[config.mk]
export PLATFORM = sky130hd
export DESIGN_NAME = clock_step_ctrl
export DESIGN_NICKNAME = d
export VERILOG_FILES = /design/src/rtl/clock_ctrl_pkg.sv /design/src/rtl/button_debounce.sv /design/src/rtl/clock_step_ctrl.sv
export SDC_FILE = /design/constraint.sdc
export NUM_CORES = 1
export LEC_CHECK = 0
export BUFFER_PORTS_ARGS = -buffer_cell sky130_fd_sc_hd__clkbuf_2
export CAP_MARGIN = 20
export CELL_PAD_IN_SITES_DETAIL_PLACEMENT = 1
export CELL_PAD_IN_SITES_GLOBAL_PLACEMENT = 1
export CORE_MARGIN = 4
export CORE_UTILIZATION = 40
export DETAILED_ROUTE_END_ITERATION = 7
export GPL_ROUTABILITY_DRIVEN = 0
export PLACE_DENSITY = 0.76
export SKIP_LAST_GASP = 1
export SYNTH_ARGS = -nofsm -noshare
export SYNTH_HDL_FRONTEND = slang
export SYNTH_HIERARCHICAL = 1
export SYNTH_SLANG_ARGS = --single-unit
[constraint.sdc]
create_clock -name clk_in -period 2.25 [get_ports clk_in]
set_input_delay 0.225 -clock clk_in [delete_from_list [all_inputs] [get_ports clk_in]]
set_output_delay 0.225 -clock clk_in [all_outputs]
set_load 0.02 [all_outputs]
[src/rtl/clock_ctrl_pkg.sv]
// Shared types and constants for the CPU run/pause/single-step controller
// and any other block that debounces board pushbuttons.
package clock_ctrl_pkg;

  typedef enum logic [1:0] {
    IDLE   = 2'd0,
    RUN    = 2'd1,
    STEP   = 2'd2,
    HALTED = 2'd3
  } ctrl_state_e;

  localparam logic [15:0] DEBOUNCE_CYCLES_DEFAULT = 16'd50000;

  // A burst length of zero would leave STEP with nothing to count down.
  function automatic logic [7:0] burst_load(input logic [7:0] burst);
    return (burst == 8'd0) ? 8'd1 : burst;
  endfunction

endpackage

[src/rtl/button_debounce.sv]
// Active-low pushbutton conditioner: 2-FF synchronizer, stability counter and
// a one-cycle pulse when the accepted level falls (press). Releases are silent.
module button_debounce
  import clock_ctrl_pkg::*;
#(
  parameter logic [15:0] DEBOUNCE_CYCLES = DEBOUNCE_CYCLES_DEFAULT
) (
  input  logic clk,
  input  logic rst_n,
  input  logic button_n_i,
  output logic press_o
);

  localparam logic [15:0] THRESH = (DEBOUNCE_CYCLES == 16'd0) ? 16'd1 : DEBOUNCE_CYCLES;

  logic        sync1_q, sync2_q;
  logic        level_q, level_d;
  logic        press_q, press_d;
  logic [15:0] cnt_q, cnt_d;

  // Synchronizer and accepted level come out of reset at the released level.
  // NOTE: sequential state uses non-blocking assignments so every flop samples pre-edge values.
  always_ff @(posedge clk or negedge rst_n) begin
    if (!rst_n) begin
      sync1_q <= 1'b1;
      sync2_q <= 1'b1;
      level_q <= 1'b1;
      press_q <= 1'b0;
      cnt_q   <= 16'd0;
    end else begin
      sync1_q <= button_n_i;
      sync2_q <= sync1_q;
      level_q <= level_d;
      press_q <= press_d;
      cnt_q   <= cnt_d;
    end
  end

  // NOTE: every variable gets a default first so no path leaves it unassigned (no latch).
  always_comb begin
    level_d = level_q;
    press_d = 1'b0;
    cnt_d   = 16'd0;
    if (sync2_q != level_q) begin
      if (cnt_q == THRESH - 16'd1) begin
        level_d = sync2_q;
        press_d = ~sync2_q;
      end else begin
        cnt_d = cnt_q + 16'd1;
      end
    end
  end

  assign press_o = press_q;

endmodule

[src/rtl/clock_step_ctrl.sv]
// Run/pause/single-step controller: turns debounced buttons, the divided tick
// and the core's halt request into a one-cycle CPU clock-enable strobe.
module clock_step_ctrl
  import clock_ctrl_pkg::*;
#(
  parameter logic [15:0] DEBOUNCE_CYCLES = DEBOUNCE_CYCLES_DEFAULT,
  parameter logic [7:0]  STEP_BURST      = 8'd1,
  parameter int unsigned COUNT_W         = 32
) (
  input  logic               clk_in,
  input  logic               reset,
  input  logic               tick,
  input  logic               start_button,
  input  logic               step_button,
  input  logic               manual_clock,
  input  logic               halt_req,
  output logic               clk_en,
  output logic               running,
  output logic               halted,
  output logic [COUNT_W-1:0] cycle_count
);

  localparam logic [COUNT_W-1:0] COUNT_ONE = {{(COUNT_W-1){1'b0}}, 1'b1};

  ctrl_state_e        state_q, state_d;
  logic [7:0]         burst_q, burst_d;
  logic               clk_en_q, clk_en_d;
  logic               running_q, halted_q;
  logic [COUNT_W-1:0] cycle_count_q;
  logic               start_press, step_press;
  logic               tick_ok;

  button_debounce #(.DEBOUNCE_CYCLES(DEBOUNCE_CYCLES)) u_start_db (
    .clk        (clk_in),
    .rst_n      (reset),
    .button_n_i (start_button),
    .press_o    (start_press)
  );

  button_debounce #(.DEBOUNCE_CYCLES(DEBOUNCE_CYCLES)) u_step_db (
    .clk        (clk_in),
    .rst_n      (reset),
    .button_n_i (step_button),
    .press_o    (step_press)
  );

  // A tick only paces the core when neither halt nor manual mode overrides it.
  assign tick_ok = tick && !halt_req && !manual_clock;

  always_ff @(posedge clk_in or negedge reset) begin
    if (!reset) begin
      state_q       <= IDLE;
      burst_q       <= 8'd0;
      clk_en_q      <= 1'b0;
      running_q     <= 1'b0;
      halted_q      <= 1'b0;
      cycle_count_q <= '0;
    end else begin
      state_q   <= state_d;
      burst_q   <= burst_d;
      clk_en_q  <= clk_en_d;
      running_q <= (state_d == RUN);
      halted_q  <= (state_d == HALTED);
      if (clk_en_q) begin
        cycle_count_q <= cycle_count_q + COUNT_ONE;
      end
    end
  end

  always_comb begin
    state_d  = state_q;
    burst_d  = burst_q;
    clk_en_d = 1'b0;
    case (state_q)
      IDLE: begin
        if (!manual_clock) begin
          if (start_press) begin
            state_d = RUN;
          end else if (step_press) begin
            state_d = STEP;
            burst_d = burst_load(STEP_BURST);
          end
        end else if (step_press) begin
          // Manual single cycle: fire on the next cycle without waiting for tick.
          clk_en_d = 1'b1;
        end
      end
      RUN: begin
        clk_en_d = tick_ok;
        if (halt_req) begin
          state_d = HALTED;
        end else if (manual_clock || start_press) begin
          state_d = IDLE;
        end
      end
      STEP: begin
        clk_en_d = tick_ok;
        if (halt_req) begin
          state_d = HALTED;
          burst_d = 8'd0;
        end else if (manual_clock || start_press) begin
          state_d = IDLE;
          burst_d = 8'd0;
        end else if (tick) begin
          burst_d = burst_q - 8'd1;
          if (burst_q <= 8'd1) begin
            state_d = IDLE;
          end
        end
      end
      HALTED: begin
        if (start_press && !halt_req) begin
          state_d = IDLE;
        end
      end
      default: state_d = IDLE;
    endcase
  end

  assign clk_en      = clk_en_q;
  assign running     = running_q;
  assign halted      = halted_q;
  assign cycle_count = cycle_count_q;

endmodule

==> flow_summary.ini <==
[global_routing]
first_global_vias = 3346
grt_pass1_wl_um = 16300
overflow = 0
grt_max_degree = 46
antenna_found_initial = 0
grtUsageTotal = 0.161

[drt]
drt-vias-per-instance = 5.31
drtIter0Drc = 90
antenna_left = 0
drc = 0
wire_per_inst_um = 16.0
route.vias.total = 3103
dr.pass1.iters = 4
routed_wl_um = 9340

[timing]
min_period_over_period = 0.953
maxSlewViolCount = 0
skew_ps = 9.47
rsz0062_at_grt = true
finalSetupTns_ps = 0
fmax_mhz = 466
setup_viol = 0
relSlewSlack = 0.628
worst_pin_slew_ps = 559
fin_crit_ps = 2140
finalHoldViolCount = 0
whs_ps = 186

[layout]
area_growth_pct = 14.8
diodes = 0
final_common_cell = dfrtp_1
multi_input_comb_area_um2 = 1980
layout-drive-gt1-share = 0.212
final_cells = 584
nets = 460
fillers = 1172
final-seq-area_um2 = 2130
final_cell_mix = 79 x dfrtp_1, 44 x nor2_1, 40 x clkbuf_2

[logic_synthesis]
synth.ff_latch_count = 85
synth_edf_count = 0
avgSynthCellArea_um2 = 10.8
netlist-cell-type-count = 53
seq_area_frac_synth = 0.506
yosys_warnings = 6
synth_area_um2 = 4220
async_flop_share = 1.00
synthCells = 392
ys.flop_type = dfrtp_1
synth_nets = 408

[clock_tree]
cts_buffers = 9
cts_tree = yes
numClockSinks = 85
clk_path_buf_depth = 2
clk_pin_slew_ps = 80
insertion_delay_ps = 360
postCtsSetupRepairBufs = 0
cts-root-buf = clkbuf_8
h-tree-depth = 3

[status]
status = finished, final reports clean

[worst_setup_path]
critPathKind = flop to flop
slowest_stage = or4b_2
crit_chain = inv_1 -> ha_1 -> and4bb_2 -> o22ai_2 -> or4b_2 -> a21oi_1
start_kind = flop
crit_fanout = 8
crit_path_end_kind = flop
crit_arrival_ps = 2430
cp.required_ps = 2540
critical_path.max_stage_delay_ps = 620

[worst_hold_path]
hp-class = primary input to flop

[pwr]
ir_drop_uv = 358
p_leak_uw = 0.00212
powerDensity_nw_per_um2 = 688

[run]
drv_cap = 0

[floorplanning]
io_pins = 42
initial_core_util = 0.410
coreArea_um2 = 10300
die_w_um = 111
rows = 37
die_h_um = 111
die-area_um2 = 12200

[placement]
dp_hpwl_um = 6630
io_buffers = 41
place_inst = 566
[through the flow]
step           power (uW)  worst slack, ps  instance area (um^2)   util
2_1_floorplan        2050              310                  4220      -
3_3_place_gp         2200              233                  4590  0.447
5_1_grt              3530            -24.6                  4840  0.471
4_1_cts              3360             75.3                  4820  0.469
3_5_place_dp         2230              105                  4590  0.447
6_report             3330              105                  4840  0.471
[area by class of cell]
| class | count | area share |
|---|---|---|
| clock inverter | 4 | 0.00982 |
| inverter | 21 | 0.0163 |
| tap | 136 | 0.0352 |
| clock buffer | 11 | 0.0313 |
| timing repair buffer | 47 | 0.0564 |
| multi-input combinational | 280 | 0.410 |
| sequential | 85 | 0.441 |
[report_power, final]
part / switching [uW] / total [uW] / leakage, uW / internal, uW
logic: 273 / 461 / 0.000872 / 188
registers: 123 / 1750 / 0.00115 / 1630
clock network: 554 / 1120 / 0.000101 / 564
total: 950 / 3330 / 0.00212 / 2380
[final timing paths]
check	startpoint	endpoint	slack, ps	cells past startpoint
max in group asynchronous	reset	cycle_count[10]	1230	3
worst max-delay path	state_q[0]	burst_q[3]	110	6
worst max register to register	state_q[0]	burst_q[3]	110	6
worst min-delay path	tick	burst_q[1]	190	3
worst min register to register	u_start_db/sync1_q	u_start_db/sync2_q	360	0
min in group asynchronous	reset	u_step_db/cnt_q[4]	400	2
[registers in the layout (all words and copies together) (netlist names)]
name and cells:
u_step_db/sync2_q 1, cycle_count 32, u_step_db/sync1_q 1, u_start_db/sync2_q 1
clk_en 1, u_step_db/level_q 1, burst_q 8, u_step_db/press_o 1
u_start_db/press_o 1, running 1, u_start_db/level_q 1, state_q 2
halted 1, u_step_db/cnt_q 16, u_start_db/cnt_q 16, u_start_db/sync1_q 1
[metal layers]
layer | wire length [um] | share of wire | vias up | global-route usage
met5 | 0 | 0 | - | 0
met4 | 167 | 0.018 | 0 | 0.0665
met3 | 246 | 0.026 | 14 | 0.0273
met2 | 4630 | 0.50 | 38 | 0.276
met1 | 4300 | 0.46 | 1572 | 0.200
li1 | - | - | 1479 | -
[worst max-delay path: cells and delay by family, from the launching register on]
| kind | cells | cell delay, ps |
|---|---|---|
| fa+ha+maj | 1 | 310 |
| buf+inv | 1 | 160 |
| simple gates | 2 | 920 |
| compound gates | 2 | 260 |
| flops | 1 | 420 |
[cells by family (layout without fill, tap and decap cells)]
| kind of cell | count (synthesis) | count (layout) | share of synthesized area |
|---|---|---|---|
| adder cells (fa/ha/maj) | 9 | 9 | 0.0267 |
| buffers and inverters | 27 | 83 | 0.0273 |
| XOR/XNOR | 59 | 59 | 0.123 |
| multiplexers | 3 | 3 | 0.00801 |
| AO/OA/AOI/OAI | 33 | 33 | 0.0519 |
| flip-flops | 85 | 85 | 0.506 |
| AND/OR/NAND/NOR | 176 | 176 | 0.257 |
[synth_stat cells, types with 2 or more instances]
cell type / instances / area [um^2]
a21oi_1: 11 / 55.1
xnor2_1: 39 / 342
or2_2: 3 / 18.8
dfstp_2: 6 / 158
and3_1: 7 / 43.8
nand3_2: 2 / 20.0
o211ai_1: 2 / 15.0
and2_1: 2 / 12.5
xor2_1: 20 / 175
o21ai_0: 7 / 35.0
nand2_4: 2 / 22.5
buf_2: 5 / 25.0
o31ai_1: 2 / 15.0
or4_1: 5 / 37.5
mux2_1: 2 / 22.5
inv_1: 21 / 78.8
or4b_1: 2 / 20.0
nor4bb_1: 5 / 50.1
ha_1: 9 / 113
nand4_1: 13 / 81.3
or4_4: 2 / 22.5
nor4b_1: 2 / 17.5
o41ai_1: 2 / 17.5
nor4_1: 9 / 56.3
dfrtp_1: 79 / 1980
nor2_1: 44 / 165
nand4_2: 5 / 62.6
nand2b_1: 2 / 12.5
nand2_1: 18 / 67.6
or3_2: 2 / 15.0
nor3_1: 12 / 60.1
nor2b_1: 2 / 12.5
nor3b_1: 2 / 15.0
nor4_2: 7 / 87.6
nand3_1: 16 / 80.1
or3_1: 6 / 37.5
[timing repair]
item | CTS | global route
gates resized for setup | 0 | 2
hold endpoints to repair | 36 | 0
hold buffers | 3 | 0
setup endpoints to repair | 0 | 8
Note: power is estimated with default switching activity, not from simulation.
